--- src/rtl/uart_tx_arbiter.sv ---
// Round-robin arbiter/sequencer sharing one UART transmitter among N_REQ byte sources.
// Latency: request sampled at edge k gives o_fStart in cycle k+1; at least 4 cycles per byte plus transmitter time.
// Backpressure: i_fReady low holds off launch; one byte in flight, released on i_fDone or after TIMEOUT_CYC wait cycles.
//
// Ports:
//   i_Clk, i_Rst      clock, asynchronous active-low reset
//   i_Req, i_Data     per-requester level request and byte (requester k at [k*DATA_W +: DATA_W])
//   i_fReady, i_fDone transmitter idle flag and one-cycle completion pulse
//   o_fStart/o_TxData launch pulse and byte to transmitter (byte held until next grant)
//   o_Grant, o_Ack    one-hot requester in service, one-cycle per-requester acknowledge
//   o_fBusy, o_fErr   not-idle flag, one-cycle timeout-abort pulse
//   o_ErrCnt          saturating timeout count
module uart_tx_arbiter #(
    parameter int N_REQ       = 4,
    parameter int DATA_W      = 8,
    parameter int TIMEOUT_CYC = 200000
) (
    input  logic                    i_Clk,
    input  logic                    i_Rst,
    input  logic [N_REQ-1:0]        i_Req,
    input  logic [N_REQ*DATA_W-1:0] i_Data,
    input  logic                    i_fReady,
    input  logic                    i_fDone,
    output logic                    o_fStart,
    output logic [DATA_W-1:0]       o_TxData,
    output logic [N_REQ-1:0]        o_Grant,
    output logic [N_REQ-1:0]        o_Ack,
    output logic                    o_fBusy,
    output logic                    o_fErr,
    output logic [7:0]              o_ErrCnt
);

    localparam int IDX_W = (N_REQ > 1) ? $clog2(N_REQ) : 1;
    localparam int TMR_W = $clog2(TIMEOUT_CYC) + 1;
    localparam logic [IDX_W-1:0] LAST_RST  = IDX_W'(N_REQ - 1);
    localparam logic [TMR_W-1:0] TMR_LAST  = TMR_W'(TIMEOUT_CYC - 1);
    localparam logic [N_REQ-1:0] ONE_HOT_0 = {{(N_REQ-1){1'b0}}, 1'b1};

    typedef enum logic [1:0] {
        IDLE      = 2'd0,
        LAUNCH    = 2'd1,
        WAIT_DONE = 2'd2,
        RELEASE   = 2'd3
    } state_t;

    state_t             state;
    state_t             state_nxt;
    logic [IDX_W-1:0]   last;
    logic [IDX_W-1:0]   last_nxt;
    logic [IDX_W-1:0]   sel;
    logic [IDX_W-1:0]   sel_nxt;
    logic [IDX_W-1:0]   pick;
    logic [IDX_W-1:0]   idx;
    logic               pick_vld;
    logic [TMR_W-1:0]   timer;
    logic [TMR_W-1:0]   timer_nxt;

    logic               start_nxt;
    logic [DATA_W-1:0]  tx_data_nxt;
    logic [N_REQ-1:0]   grant_nxt;
    logic [N_REQ-1:0]   ack_nxt;
    logic               busy_nxt;
    logic               err_nxt;
    logic [7:0]         err_cnt_nxt;

    // Search starts just after the last served requester. Iterating offsets
    // from farthest to nearest lets the nearest set request win.
    always_comb begin
        pick_vld = 1'b0;
        pick     = '0;
        idx      = '0;
        for (int i = N_REQ; i >= 1; i--) begin
            idx = IDX_W'((int'(last) + i) % N_REQ);
            if (i_Req[idx]) begin
                pick_vld = 1'b1;
                pick     = idx;
            end
        end
    end

    always_ff @(posedge i_Clk or negedge i_Rst) begin
        if (!i_Rst) begin
            state <= IDLE;
        end else begin
            state <= state_nxt;
        end
    end

    always_comb begin
        state_nxt   = state;
        last_nxt    = last;
        sel_nxt     = sel;
        timer_nxt   = timer;
        start_nxt   = 1'b0;
        ack_nxt     = '0;
        err_nxt     = 1'b0;
        tx_data_nxt = o_TxData;
        grant_nxt   = o_Grant;
        err_cnt_nxt = o_ErrCnt;

        case (state)
            IDLE: begin
                if (pick_vld && i_fReady) begin
                    state_nxt   = LAUNCH;
                    sel_nxt     = pick;
                    grant_nxt   = ONE_HOT_0 << pick;
                    tx_data_nxt = i_Data[int'(pick)*DATA_W +: DATA_W];
                    start_nxt   = 1'b1;
                end
            end
            LAUNCH: begin
                timer_nxt = '0;
                state_nxt = WAIT_DONE;
            end
            WAIT_DONE: begin
                // Done has priority over a timeout landing on the same cycle.
                if (i_fDone) begin
                    ack_nxt   = o_Grant;
                    grant_nxt = '0;
                    last_nxt  = sel;
                    state_nxt = RELEASE;
                end else if (timer == TMR_LAST) begin
                    // Advance the pointer anyway so a dead source cannot starve the rest.
                    err_nxt   = 1'b1;
                    grant_nxt = '0;
                    last_nxt  = sel;
                    state_nxt = RELEASE;
                    if (o_ErrCnt != 8'hFF) begin
                        err_cnt_nxt = o_ErrCnt + 8'd1;
                    end
                end else begin
                    timer_nxt = timer + TMR_W'(1);
                end
            end
            RELEASE: begin
                state_nxt = IDLE;
            end
            default: begin
                state_nxt = IDLE;
            end
        endcase

        busy_nxt = (state_nxt != IDLE);
    end

    always_ff @(posedge i_Clk or negedge i_Rst) begin
        if (!i_Rst) begin
            last     <= LAST_RST;
            sel      <= '0;
            timer    <= '0;
            o_fStart <= 1'b0;
            o_TxData <= '0;
            o_Grant  <= '0;
            o_Ack    <= '0;
            o_fBusy  <= 1'b0;
            o_fErr   <= 1'b0;
            o_ErrCnt <= '0;
        end else begin
            last     <= last_nxt;
            sel      <= sel_nxt;
            timer    <= timer_nxt;
            o_fStart <= start_nxt;
            o_TxData <= tx_data_nxt;
            o_Grant  <= grant_nxt;
            o_Ack    <= ack_nxt;
            o_fBusy  <= busy_nxt;
            o_fErr   <= err_nxt;
            o_ErrCnt <= err_cnt_nxt;
        end
    end

endmodule

--- config.mk ---
export PLATFORM = sky130hd
export DESIGN_NAME = uart_tx_arbiter
export DESIGN_NICKNAME = d
export VERILOG_FILES = /design/src/rtl/uart_tx_arbiter.sv
export SDC_FILE = /design/constraint.sdc
export NUM_CORES = 1
export LEC_CHECK = 0
export ABC_AREA = 1
export BUFFER_PORTS_ARGS = -buffer_cell sky130_fd_sc_hd__buf_2
export CAP_MARGIN = 20
export CORE_ASPECT_RATIO = 0.8
export CORE_UTILIZATION = 59
export DETAILED_ROUTE_END_ITERATION = 8
export PLACE_DENSITY_LB_ADDON = 0.2
export SLEW_MARGIN = 25
export SYNTH_ARGS = -nofsm -noshare
export SYNTH_HDL_FRONTEND = slang
export SYNTH_SLANG_ARGS = --single-unit
--- constraint.sdc ---
create_clock -name i_Clk -period 5.2 [get_ports i_Clk]
set_input_delay 1.3 -clock i_Clk [delete_from_list [all_inputs] [get_ports i_Clk]]
set_output_delay 1.3 -clock i_Clk [all_outputs]
set_load 0.02 [all_outputs]
Yosys cells after proc, flatten, opt, wreduce, memory -nomap -nowiden
Cells that the tools add are included.

Output and inout port bits: 27. Input bits: 40. Register bits after elaboration: 52. Word-level logic and storage cells: 80.

Reductions and logical operators: 11. $lt $le $gt $ge: 4. Bitwise gates (word level): 1. Shift operators: 2. Multiplexer cells: 36. Add/subtract/negate cells: 6. Eq/ne operators: 9.

Operators with widths (count): 2-to-1 mux 19 bit (2); one-hot mux 19 bit (2 select lines) (1); variable part select 32 x 6 -> 8 bit (1); 2-to-1 mux 4 bit (5); adder 19 x 1 -> 19 bit, second input constant (1); == test 19 x 18 -> 1 bit, second input constant (1); 2-to-1 mux 2 bit (9); 2-to-1 mux 1 bit (13); < comparator 2 x 3 -> 1 bit, second input constant (4); adder 8 x 1 -> 8 bit, second input constant (1); binary-select mux 1 bit (select 2 bit) (4); inequality test 8 bit, second input constant (1); one-hot mux 2 bit (4 select lines) (1); one-hot mux 4 bit (2 select lines) (1); nonzero test 2 bit (4); inequality test 2 bit, second input constant (3); AND reduction 3 bit (2); adder 2 x 1 -> 2 bit, second input constant (2); adder 2 bit, second input constant (2); == test 2 bit, second input constant (2); AND reduction 2 bit (2); AND reduction 4 bit (1); left shift 1 x 2 -> 4 bit, first input constant (1); inequality test 3 bit, second input constant (1); other kinds (4) (4).

Longest topological paths before layout
Gate-level depths: netlist of run 1.

Word-level depth: 11. Gate-level depth with buffers: 16. Gate-level depth less buffers: 14.

Least setup slack after synthesis of run 1
No wires, ideal clock.

Path kind: input to register. Start: input port i_Req[3]. End: register o_TxData[1]. Library setup time: 116 ps. Setup slack: 2786 ps. Data required time: 5084 ps. Data arrival time: 2298 ps. Stages on the path: 14. Cell sequence: inv_1 > o21ai_2 > nand2_2 > nand2_4 > nand2_8 > nand2_8 > nand2_4 > buf_12 > nand3_1 > nand2_1 > nand2_1 > nand2_1 > nand2_1 > nand2_1.

Longest elaborated chain between the ends: 8. Elaborated cells on any way between the ends: 19. Classes of those cells: shift (1); mux (16); reduce/logical (2).

Ends and longest elaborated chain: start: declaration (RTL line 20) `input logic [N_REQ-1:0] i_Req,`; parallel branches: the longest is 8 deep, another holds variable part select 32 x 6 -> 8 bit; end signal: assignment (RTL line 163) `o_TxData <= tx_data_nxt;`; end: declaration (RTL line 25) `output logic [DATA_W-1:0] o_TxData,`.

Several ways; the timed one is not identified. The select of a mux whose other input is x is not followed. A chain may end at the register's enable or synchronous reset.

Final worst setup path of run 1
Start: input port i_Req[1]. End: register o_fBusy.

Longest elaborated chain between the ends: 10. Elaborated cells on any way between the ends: 16. Classes of those cells: mux (14); reduce/logical (2).

Ends and longest elaborated chain: binary-select mux 1 bit (select 2 bit) (RTL line 74) `if (i_Req[idx]) begin`; 2-to-1 mux 1 bit (implied by the code) (RTL line 74); 2-to-1 mux 1 bit (3 in a row) (RTL line 74); 2-to-1 mux 1 bit (*) (RTL line 74); logical AND 1 bit (*) (RTL line 103) `if (pick_vld && i_fReady) begin`; 2-to-1 mux 2 bit (*) (RTL line 103); one-hot mux 2 bit (4 select lines) (*) (RTL line 101) `case (state)`; named net state_nxt[0] (RTL line 47) `state_t state_nxt;`; nonzero test 2 bit (*) (RTL line 143) `busy_nxt = (state_nxt != IDLE);`; named net busy_nxt (RTL line 62) `logic busy_nxt;`; end signal: assignment (RTL line 166) `o_fBusy <= busy_nxt;`; end: declaration (RTL line 28) `output logic o_fBusy,`.

Mark *: on every way through the listed nets, which the timed path passes. The rest lies on a longest branch. The select of a mux whose other input is x is not followed.

==> reports/results.txt, run 1 <==
For the total setup buffers inserted after CTS, the log shows 0. The tools report the post-detailed-placement half-perimeter wirelength as 5060 um. The endpoint identified for the worst register-to-register timing path is o_fBusy. The average instance area after synthesis works out to 7.67 um^2. The tree is rooted in a sky130_fd_sc_hd__clkbuf_8. The number of global-route vias before repair is 2,716, and the final-stage net count is 531. Average via count per standard cell: 5.32. The xor and xnor fraction of the mapped netlist area works out to 2.98%. Across the run, the number of max-cap violations was 0. The total clock sinks is 52, and the net count of the mapped netlist is 466.

The first routing iteration left 187 violations. The aggregate routed wire length is 6820 um, and the peak per-stage delay on the critical path is 0.52 ns. Counting the fill cells in the layout gives 434. The register cell area after layout was 1300 um^2; the horizontal die dimension was 84.7 um.

The overall power after layout is 2.00 mW, and the first-pass GRT wire length is 11,700 um. Setup violations remaining at the end of the flow were counted as 0. Library cell contributing the largest single delay on the critical path: sky130_fd_sc_hd__nor2_1. The synthesized area came out at 3230 um^2.

The worst path uses 51.9% of the clock period. The complex-gate fraction of the synthesized area works out to 5.54%. The number of buffers and inverters on the critical path was 4; the flip-flop and latch count after synthesis was 52. The areal power density over the cells was 545 nW/um^2. The die covers 5770 um^2.

For the worst setup slack before clock tree synthesis, the log shows 2.20 ns. The number of antenna violations at the first check in global routing is 0, and the source-to-sink clock delay at the later pin of the worst-skew pair is 0.31 ns. Cell family with the largest share of critical-path delay: simple AND/OR/NAND/NOR gates. The clock slew at the register clock pins of the worst setup and hold paths was 0.09 ns. The remaining antenna violation count was 0. The normalized max-slew margin came out at 54.4%. The type of element capturing the critical path was a flop.

The tools report the combined global-route utilization of all metal layers as 25.9%. The antenna diode instance count is 0, and the post-synthesis share of cell area spent on full adders, half adders and majority gates is 1.94%. Of the total synthesized cell area, the portion taken by AND, OR, NAND and NOR gates is 40.7%. Counting along the longest clock path gives a buffer depth of 2. The tools report the overall overflow remaining after global route as 0. Setup repair after global routing left no endpoint under its margin.

For the total count of hold-check failures in the final report, the log shows 0. Relative to the synthesized area, the layout overhead comes to 13.4%. The commonest cells after synthesis are sky130_fd_sc_hd__nand2_1, sky130_fd_sc_hd__dfrtp_1, sky130_fd_sc_hd__nand3_1, sky130_fd_sc_hd__inv_1, sky130_fd_sc_hd__nor2_1. The detailed-route wire length per cell is 12.4 um. For the setup slack of the most critical reg-to-reg path, the log shows 2.83 ns. The critical register-to-register path startpoint is last[0].

The total stage count of the critical path was 12. Summing all multi-input logic gate instances after layout gives 1660 um^2. The netlist uses 42 different library cells.

The post-route netlist has 23.8% of its cells at a drive strength greater than 1. The most common cell in the synthesized netlist is sky130_fd_sc_hd__nand2_1. The largest family of logic cells by synthesized area is simple AND/OR/NAND/NOR gates.

In this run the standard cell core region covers 5120 um^2. The final critical-path setup slack came out at 2.50 ns. The cell type with the largest total area after synthesis was sky130_fd_sc_hd__dfrtp_1.

Counting instances, the worst hold path has a depth of 2. Of all nets on the critical path, the largest fanout is 13. Detailed routing inserted a total of 2,918 vias. For the row count, the log shows 23. From bottom edge to top edge, the die measures 68.2 um. After synthesis, the share of cell area in mux cells is 0.310%. The quantity of hold-fixing buffers added after cts is 0. Capturing element of the worst setup path: o_fBusy.

The total of warnings raised by yosys was 0. The cell occurring most often along the worst timing path is sky130_fd_sc_hd__nand2_1. The worst setup path is launched from an input pin. The synthesized design contains 0 enable-type register cells.

For the finished layout, the period the worst path requires is 2.70 ns. Class of the worst hold path: reg -> reg. Data on the critical path is required at its endpoint by 5.44 ns. Once the clock tree was built, the resizer swapped 0 gates to a different size. The final total negative setup slack is 0 ns, and the maximum clock skew at final layout is 0.00487 ns. For the gate count after technology mapping, the log shows 421.

The class of the most critical setup path is in -> reg. Ranked by total cell area, the synthesized netlist is headed by sky130_fd_sc_hd__dfrtp_1, sky130_fd_sc_hd__nand2_1, sky130_fd_sc_hd__nand3_1. The worst setup path startpoint was i_Req[1]. TritonCTS created 5 clock buffers. TritonCTS built the clock tree. The run gives 2.94 ns as the data arrival time at the worst-slack endpoint.

Across the VDD grid, the largest voltage drop is 0.310 mV. The count of input and output buffers is 66, and the placer congestion estimate is 0.861. For the number of top-level pins, the log shows 67. Of the synthesized area, sequential elements account for 40.4%.

Number of max-slew violations in the final report: 0. The tools report the starting density of the core as 63.0%. The run finished with clean final reports. The slew of the pin with the lowest slew margin was 0.681 ns. Of all flip-flops after synthesis, the portion carrying an async set or reset was 100%. In the routed design, unresolved DRC markers number 0. For the length of the first detailed-routing pass in iterations, the log shows 6. The tools report the number of H-tree levels as 2. The number of cells on the worst reg-to-reg path is 11. The signal on the critical path passes through buf_2, inv_1, nand2_1, nand2_1, nand2_1, inv_1, nand2_1, nand2_1, nor2_1, inv_2, o211ai_1, or2_1. In the synthesized netlist the dominant register cell turns out to be sky130_fd_sc_hd__dfrtp_1. For the total leakage power, the log shows 1.94 nW. The top cell type by area accounts for 38.8% of the synthesized area.

The maximum clock rate was 370 MHz. Entering global routing, the biggest net connects 53 pins.
-- worst register-to-register path, delay by kind of cell (launching register included) --
kind | cells | cell delay [ns]
AOI/OAI and AO/OA | 1 | 0.19
DFF | 1 | 0.72
and+or+nand+nor | 7 | 1.02
buffers and inverters | 3 | 0.40
-- through the flow --
stage                     std cells  hold WS (ns)  area [um^2]  utilization [%]
after CTS                       549         0.490         3660             71.5
after detailed placement        541         0.470         3550             69.4
after global routing            549         0.515         3660             71.5
after floorplan                 421         0.459         3230                -
final                           549         0.486         3660             71.5
after global placement          541         0.465         3550             69.4
-- layout make-up --
cell class | instances | share of cell area, %
Clock buffer | 6 | 1.98
Clock inverter | 2 | 0.957
Inverter | 43 | 4.75
Multi-Input combinational cell | 317 | 45.4
Sequential cell | 52 | 35.6
Tap cell | 62 | 2.12
Timing Repair Buffer | 67 | 9.23
-- report_power, final --
| group | leakage (nW) | switching, mW | total (mW) | internal (mW) |
|---|---|---|---|---|
| Combinational | 1.20 | 0.783 | 1.16 | 0.373 |
| Clock | 0.0552 | 0.130 | 0.273 | 0.143 |
| Sequential | 0.686 | 0.0730 | 0.568 | 0.495 |
| Total | 1.94 | 0.986 | 2.00 | 1.01 |
-- worst min-delay path by stage --
stage | start | end | slack [ns]
after floorplan | sel[0] | sel[0] | 0.46
after global placement | o_TxData[4] | o_TxData[4] | 0.47
after detailed placement | o_TxData[2] | o_TxData[2] | 0.47
after CTS | o_TxData[2] | o_TxData[2] | 0.49
after global routing | o_TxData[2] | o_TxData[2] | 0.51
final | o_TxData[2] | o_TxData[2] | 0.49
-- registers in the layout, summed over array words and instances (netlist names), 2 cells and up --
| signal | cells |
|---|---|
| o_Grant | 4 |
| o_TxData | 8 |
| last | 2 |
| sel | 2 |
| timer | 19 |
| state | 2 |
| o_Ack | 4 |
| o_ErrCnt | 8 |
-- cells by family (layout without fill, tap and decap cells) --
| family | after synthesis | count (layout) |
|---|---|---|
| xor gates and xnor gates | 11 | 11 |
| adders and majority gates | 5 | 5 |
| AOI/OAI and AO/OA | 32 | 32 |
| muxes | 1 | 1 |
| DFF | 52 | 52 |
| buffers and inverters | 52 | 118 |
| and+or+nand+nor | 268 | 268 |
-- placed cells by master, fill, tap and decap left out, types with 9 or more instances in the layout --
| cell type | instances |
|---|---|
| sky130_fd_sc_hd__a21oi_1 | 12 |
| sky130_fd_sc_hd__nand2_1 | 131 |
| sky130_fd_sc_hd__buf_2 | 66 |
| sky130_fd_sc_hd__nor3_1 | 9 |
| sky130_fd_sc_hd__nor2_1 | 33 |
| sky130_fd_sc_hd__nand2_2 | 13 |
| sky130_fd_sc_hd__nand3_1 | 50 |
| sky130_fd_sc_hd__dfrtp_1 | 50 |
| sky130_fd_sc_hd__inv_1 | 36 |
-- layer usage --
layer / track usage, % / part of all wire [%] / vias up / routed length, um
li1: - / - / 1495 / -
met1: 35.3 / 50 / 1331 / 3390
met2: 43.7 / 44 / 84 / 3020
met3: 3.98 / 5.1 / 8 / 351
met4: 7.20 / 0.85 / 0 / 58
met5: 0 / 0 / - / 0
(Power assumes the default switching activity.)
==> run 2: changes to the inputs <==
--- a/config.mk
+++ b/config.mk
@@ -9,7 +9,7 @@
 export BUFFER_PORTS_ARGS = -buffer_cell sky130_fd_sc_hd__buf_2
 export CAP_MARGIN = 20
 export CORE_ASPECT_RATIO = 0.8
-export CORE_UTILIZATION = 59
+export CORE_UTILIZATION = 50
 export DETAILED_ROUTE_END_ITERATION = 8
 export PLACE_DENSITY_LB_ADDON = 0.2
 export SLEW_MARGIN = 25
==> constraint.sdc (replaced) <==
create_clock -name i_Clk -period 2.2 [get_ports i_Clk]
set_input_delay 0.55 -clock i_Clk [delete_from_list [all_inputs] [get_ports i_Clk]]
set_output_delay 0.55 -clock i_Clk [all_outputs]
set_load 0.02 [all_outputs]
==> reports/results.txt, run 2 (synthesis gave the netlist of run 1 again) <==
The run gives 2.42 ns (-3.02 ns) as the required time of the worst setup path. In this run the worst hold path is classified as in -> async. The total count of hold-check failures in the final report is 0 (unchanged).

STA classifies the critical path startpoint as a flop. The fraction of layout cells with a size suffix above 1 works out to 24.7% (+0.87 points). The final total negative setup slack came out at 0 ns (unchanged). Dividing the final minimum period by the clock period gives 90.2%.

The remaining antenna violation count was 0 (unchanged); the wire length on met3 was 355 um (+1.1%). The aggregate routed wire length is 7040 um (+3.3%). The class of the most critical setup path is reg -> reg. The final-stage net count was 534 (+0.56%); the horizontal die dimension was 91.8 um (+8.4%). TritonCTS built the clock tree. The length of the first detailed-routing pass in iterations is 5 (-1), and the antenna diode instance count is 0 (unchanged). The critical path goes through inv_8, nand2_2, nand2_1, nand2_1, inv_1, nand2_1, nand2_1, nor2_1, o21ai_1, inv_1, nand2_1, o22ai_1. Cell occurring most often along the worst timing path: sky130_fd_sc_hd__nand2_1. The tools report the total leakage power as 1.94 nW (about the same). The total setup buffers inserted after CTS is 0 (unchanged). The library cell contributing the largest single delay on the critical path was sky130_fd_sc_hd__dfstp_2. For the placer congestion estimate, the log shows 0.925 (+7.4%). The logs give 0.31 ns (about the same) for the source-to-sink clock delay at the later pin of the worst-skew pair and 20 (-62%) for the pin count of the biggest net entering global routing. The number of top-level pins came out at 67 (unchanged). The total clock sinks is 52 (unchanged). The starting density of the core was 53.2% (-9.8 points). The maximum number of buffers from clock root to sink was 2 (unchanged); the row count was 25 (+8.7%). The quantity of hold-fixing buffers added after cts was 0 (unchanged). The tools report the type of element capturing the critical path as a flop.

Grouping stages by cell kind, the critical path spends the most delay in flip-flops. Uppermost layer routed: met4. The number of buffers and inverters on the critical path was 3 (-1); the number of DRC markers after the initial detailed-route iteration was 188 (+0.53%). The met2 wirelength from detailed routing was 3070 um (+1.5%); the post-cts sizing count was 0 (unchanged). The average via count per standard cell was 5.08 (-4.4%). For this run, the top clock speed supported by timing is 504 MHz. The maximum clock skew at final layout is 0.00708 ns (+0.00221 ns). The wire length on met1 came out at 3580 um (+5.4%).

The run gives 0 (unchanged) as the final setup violation count. Number of flip-flops in the largest register: 19 (unchanged). The run finished with clean final reports.

The run gives 0.686 mV (+120%) as the largest vdd supply drop. The tools report the combined global-route utilization of all metal layers as 22.5% (-3.3 points). The peak per-stage delay on the critical path works out to 0.72 ns (+0.20 ns). Die area: 6780 um^2 (+17%). The first-pass GRT wire length was 12,100 um (+3.4%); the final core utilization was 60.9% (-11 points). From synthesis to final layout, the design area changed by 14.5%.

Slew of the pin with the lowest slew margin: 0.436 ns (-0.245 ns). The run gives 0 (unchanged) as the max-capacitance violation count. The tools report the root buffer cell as sky130_fd_sc_hd__clkbuf_8. The library cells used most frequently in the layout, excluding fill and tap cells, are sky130_fd_sc_hd__nand2_1, sky130_fd_sc_hd__buf_2, sky130_fd_sc_hd__nand3_1, sky130_fd_sc_hd__dfrtp_1, sky130_fd_sc_hd__inv_1. The post-detailed-placement half-perimeter wirelength came out at 5380 um (+6.3%).

The run gives 0 (unchanged) as the overall overflow remaining after global route. The placeable core area came out at 6070 um^2 (+18%). The logs give 2.21 ns (-0.73 ns) for the data arrival time at the worst-slack endpoint and 0 (unchanged) for the number of max-slew violations in the final report. The detailed-route wire length per cell was 12.3 um (-0.71%); the count of input and output buffers was 66 (unchanged).

The run gives 0 (unchanged) as the number of antenna violations at the first check in global routing. Leaving out fill and tap cells, the most frequent cell in the layout is sky130_fd_sc_hd__nand2_1. The normalized max-slew margin came out at 70.9% (+17 points). The clock slew at the register clock pins of the worst setup and hold paths is 0.10 ns (about the same).

Setup repair after global routing left no endpoint under its margin. The run gives 5 (unchanged) as the total clock buffers created by CTS. The detailed-route DRC error count is 0 (unchanged), and the largest fanout on the critical path is 10 (-3). For the number of global-route vias before repair, the log shows 2,664 (-1.9%).

The areal power density over the cells is 1250 nW/um^2 (+130%). Most flop-heavy register: timer. The total number of vias is 2,902 (-0.55%), and the die span in y is 73.9 um (+8.4%). Counting I/O delays and the setup requirement, the final critical path takes 1.98 ns. In the final layout, the registers with the most flip-flops are timer: 19 flops, o_ErrCnt: 8 flops, o_TxData: 8 flops. The number of H-tree levels was 2 (unchanged).
-- run 2: cell count changes in the layout (fill, tap and decap cells not counted), sizes merged --
cell      before  now
clkinvlp       0    2
clkbuf         6    5
buf           67   70
bufinv         1    0
-- run 2: cell type report --
class	count	area, um^2
well taps	81	101
clock inverters	3	23.8
flip-flops and latches	52	1300
multi-input cells	317	1660
fillers	588	2370
clock buffers	5	68.8
repair buffers	70	360
inverters	43	174
-- run 2: path summary, 6_finish.rpt --
check | from | endpoint | slack [ns] | cells past startpoint
setup / recovery | last[0] | o_Grant[0] | 0.22 | 12
hold / removal | i_Rst | timer[15] | 0.17 | 1
setup reg to reg | last[0] | o_Grant[0] | 0.22 | 12
hold reg to reg | o_TxData[5] | o_TxData[5] | 0.48 | 2
max in group asynchronous | i_Rst | last[0] | 1.37 | 2
min in group i_Clk | o_TxData[5] | o_TxData[5] | 0.48 | 2
-- run 2: metrics by stage --
step           instance area, um^2  setup WS, ns  hold WS (ns)  std cells  power (mW)
2_1_floorplan                 3230         0.475         0.254        421        3.72
3_3_place_gp                  3600         0.189         0.461        563        4.04
3_5_place_dp                  3600         0.167         0.460        563        4.09
4_1_cts                       3690         0.149         0.176        571        4.64
5_1_grt                       3690       0.00415         0.186        571        5.07
6_report                      3690         0.216         0.169        571        4.64
-- run 2: per-layer routing --
layer,global-route usage (%),vias to the layer above
met4,5.56,0
met2,34.8,73
met3,4.45,7
met5,0,-
li1,-,1487
met1,32.8,1335
-- run 2: report_power, final --
group	switching, mW	internal [mW]
Clock	0.322	0.226
Combinational	1.85	0.903
Sequential	0.166	1.17
Total	2.34	2.30
==> run 3: changes to the inputs <==
--- a/config.mk
+++ b/config.mk
@@ -11,7 +11,7 @@
 export CORE_ASPECT_RATIO = 0.8
 export CORE_UTILIZATION = 50
 export DETAILED_ROUTE_END_ITERATION = 8
-export PLACE_DENSITY_LB_ADDON = 0.2
+export PLACE_DENSITY = 0.82
 export SLEW_MARGIN = 25
 export SYNTH_ARGS = -nofsm -noshare
 export SYNTH_HDL_FRONTEND = slang
==> reports/results.txt, run 3 (synthesis gave the netlist of run 1 again) <==
Data arrival time at the worst-slack endpoint: 2.18 ns (-0.03 ns). The final setup violation count came out at 0 (unchanged). The total clock sinks was 52 (unchanged); the areal power density over the cells was 1260 nW/um^2 (+0.39%). The run gives 2,733 (+2.6%) as the number of global-route vias before repair.

The first-pass GRT wire length was 12,100 um (about the same); the total placed instance area was 3600 um^2 (+0.14%). The run gives 3330 um (-6.9%) as the wire length on met1. The share of the cycle needed by the critical path after routing works out to 89.9% (-0.25 points).

The number of buffers and inverters on the critical path was 2 (-1). Library cell contributing the largest single delay on the critical path: sky130_fd_sc_hd__dfstp_2. The count of input and output buffers came out at 66 (unchanged). The remaining antenna violation count was 0 (unchanged); the row count was 25 (unchanged).

The largest registers in the layout are timer: 19 flops, o_ErrCnt: 8 flops, o_TxData: 8 flops. The class of the most critical setup path is reg -> reg. The slew of the pin with the lowest slew margin was 0.323 ns (-0.113 ns).

The run gives 53 (+170%) as the pin count of the biggest net entering global routing. The source-to-sink clock delay at the later pin of the worst-skew pair is 0.30 ns (about the same). The logs give 5360 um (-0.31%) for the post-detailed-placement half-perimeter wirelength and 0 (unchanged) for the number of antenna violations at the first check in global routing.

The number of cells on the worst reg-to-reg path is 13 (+1). The largest fanout on the critical path is 16 (+6). The tree is rooted in a sky130_fd_sc_hd__clkbuf_8.

The normalized max-slew margin was 78.4% (+7.5 points). The peak per-stage delay on the critical path was 0.71 ns (about the same); the largest vdd supply drop was 0.890 mV (+30%). For the total number of vias, the log shows 2,937 (+1.2%).

The die area is 6780 um^2 (unchanged), and the maximum number of buffers from clock root to sink is 2 (unchanged). The average via count per standard cell came out at 5.15 (+1.4%). The final critical-path setup slack was 0.221 ns (+0.00552 ns). The detailed-route wire length per cell is 12.2 um (-0.73%), and the signed area change from the synthesized netlist to the final layout is 15.2%. The fraction of layout cells with a size suffix above 1 came out at 24.5% (-0.15 points).

The required time of the worst setup path is 2.40 ns (-0.02 ns). The area used by multi-input combinational logic was 1680 um^2 (+0.98%); the final period demand of the worst path was 1.98 ns (-0.00552 ns). The tools report the placeable core area as 6070 um^2 (unchanged). The run gives 0 (unchanged) as the detailed-route DRC error count. The logs give 505 MHz (+0.28%) for the maximum clock rate and 0 (unchanged) for the max-capacitance violation count. The flow ran to the end, and the final reports show no timing, DRC or antenna violations. The run gives 0 (unchanged) as the quantity of hold-fixing buffers added after cts. The run gives 5 (unchanged) as the total clock buffers created by CTS. The combined global-route utilization of all metal layers was 22.6% (+0.043 points).

The run gives 2 (unchanged) as the number of H-tree levels. The run gives 0 (unchanged) as the total count of hold-check failures in the final report. TritonCTS built the clock tree.

The logs give 0.122 ns (-0.0444 ns) for the worst setup slack before clock tree synthesis and 0.217 ns (+0.0476 ns) for the worst hold margin. The logs give 225 (+20%) for the number of DRC markers after the initial detailed-route iteration and 6980 um (-0.91%) for the aggregate routed wire length. The library cell used most frequently in the layout, excluding fill and tap cells, is sky130_fd_sc_hd__nand2_1. The total stage count of the critical path works out to 13 (+1). The total internal power was 2.33 mW (+1.5%). The starting density of the core was 53.2% (unchanged).

The length of the first detailed-routing pass in iterations was 4 (-1); the overall overflow remaining after global route was 0 (unchanged). Final-stage net count: 533 (-0.19%). The library cells used most frequently in the layout, excluding fill and tap cells, are sky130_fd_sc_hd__nand2_1, sky130_fd_sc_hd__buf_2, sky130_fd_sc_hd__nand3_1, sky130_fd_sc_hd__dfrtp_1, sky130_fd_sc_hd__inv_1.

The met2 wirelength from detailed routing was 3100 um (+1.3%); the net switching power was 2.35 mW (+0.52%). The wire length on met3 came out at 485 um (+37%). The tools report the element type at the critical path start as a flop. The clock network power share is 12.1% (+0.3 points), and the count of non-filler cells in the finished layout is 570 (-0.18%). The tools report the placer congestion estimate as 1.03 (+12%). Final total negative setup slack: 0 ns (unchanged). Ranked by flip-flop count, first place goes to timer.

The number of flip-flops in the largest register was 19 (unchanged); the clock slew at the register clock pins of the worst setup and hold paths was 0.09 ns (about the same). The signal on the critical path passes through inv_8, nand2_2, nand2_1, nand2_1, nand2_1, inv_2, nand3_4, nand3_1, nand2_1, nand2_1, nand2_1, nand2_1, nand2_1. The switching share of power was 50.2% (-0.24 points). The run gives 28.8% (about the same) as the part of the total power dissipated in sequential elements.

For the antenna diode instance count, the log shows 0 (unchanged). The highest layer touched by signal routing is met4. The class of the worst hold path is in -> async. The cell occurring most often along the worst timing path is sky130_fd_sc_hd__nand2_1. For the number of max-slew violations in the final report, the log shows 0 (unchanged).

The tools report the total leakage power as 1.96 nW (+1.1%). The number of fill cells in the layout was 535 (-9.0%); the part of the total power dissipated in combinational logic was 59.2% (-0.2 points). Cell family with the largest share of critical-path delay: simple AND/OR/NAND/NOR gates. The total setup buffers inserted after CTS is 0 (unchanged). The die span in y was 73.9 um (unchanged); the maximum clock skew at final layout was 0.00544 ns (-0.00165 ns). The area of all placed cells without fillers was 3720 um^2 (+0.61%). Setup repair after global routing left no endpoint under its margin. The number of cells in the design after placement came out at 562 (-0.18%).

For the number of top-level pins, the log shows 67 (unchanged). The register cell area after layout came out at 1300 um^2 (unchanged). The post-cts sizing count came out at 0 (unchanged).

The horizontal die dimension works out to 91.8 um (unchanged). The type of element capturing the critical path is a flop.
==> run 3: cell types whose count changed in the layout (fill, tap and decap cells not counted) <==
cell / change
sky130_fd_sc_hd__buf_12: +1
sky130_fd_sc_hd__buf_4: -2
sky130_fd_sc_hd__clkbuf_1: +1
sky130_fd_sc_hd__clkbuf_8: +1
sky130_fd_sc_hd__clkinv_4: -1
sky130_fd_sc_hd__clkinvlp_4: -1
sky130_fd_sc_hd__nand2_2: -1
sky130_fd_sc_hd__nand2_4: +1
sky130_fd_sc_hd__nor3_1: -1
sky130_fd_sc_hd__nor3_4: +1
==> run 3: layer usage <==
layer,up-vias,GRT usage (%)
li1,1491,-
met3,9,4.45
met2,89,36.3
met4,0,5.38
met1,1348,31.8
met5,-,0
==> run 3: path summary, 6_finish.rpt <==
path | end | from | slack [ns]
worst min-delay path | timer[4] | i_Rst | 0.22
worst max-delay path | o_TxData[3] | last[0] | 0.22
worst max register to register | o_TxData[3] | last[0] | 0.22
worst min register to register | o_TxData[1] | o_TxData[1] | 0.49
max in group asynchronous | last[1] | i_Rst | 1.70
min in group i_Clk | o_TxData[1] | o_TxData[1] | 0.49
==> run 3: worst reg2reg max path, stage by stage (launching register included) <==
cell and delay (ns):
sky130_fd_sc_hd__dfstp_2 0.71, sky130_fd_sc_hd__inv_8 0.09, sky130_fd_sc_hd__nand2_2 0.07, sky130_fd_sc_hd__nand2_1 0.07, sky130_fd_sc_hd__nand2_1 0.08, sky130_fd_sc_hd__nand2_1 0.13, sky130_fd_sc_hd__inv_2 0.10, sky130_fd_sc_hd__nand3_4 0.19
sky130_fd_sc_hd__nand3_1 0.16, sky130_fd_sc_hd__nand2_1 0.06, sky130_fd_sc_hd__nand2_1 0.05, sky130_fd_sc_hd__nand2_1 0.05, sky130_fd_sc_hd__nand2_1 0.07, sky130_fd_sc_hd__nand2_1 0.05
==> run 3: final cells by class <==
| class | instances | share of cell area, % |
|---|---|---|
| multi-input cells | 317 | 45.2 |
| flip-flops and latches | 52 | 35.1 |
| repair buffers | 69 | 9.83 |
| inverters | 43 | 4.68 |
| well taps | 81 | 2.73 |
| clock buffers | 7 | 2.32 |
| clock inverters | 1 | 0.202 |
==> run 3: power groups by stage <==
stage	combinational (mW)	clock (mW)	sequential (mW)
6_report	2.77	0.564	1.35
3_3_place_gp	2.67	0	1.35
5_1_grt	3.10	0.616	1.37
2_1_floorplan	2.29	0	1.42
3_5_place_dp	2.76	0	1.36
4_1_cts	2.76	0.572	1.34
==> run 3: stage by stage <==
step                total power [mW]  utilization (%)
finish                          4.68             61.3
global route                    5.09             61.3
CTS                             4.67             60.9
detailed placement              4.11             59.4
global placement                4.02             59.4
floorplan                       3.72                -
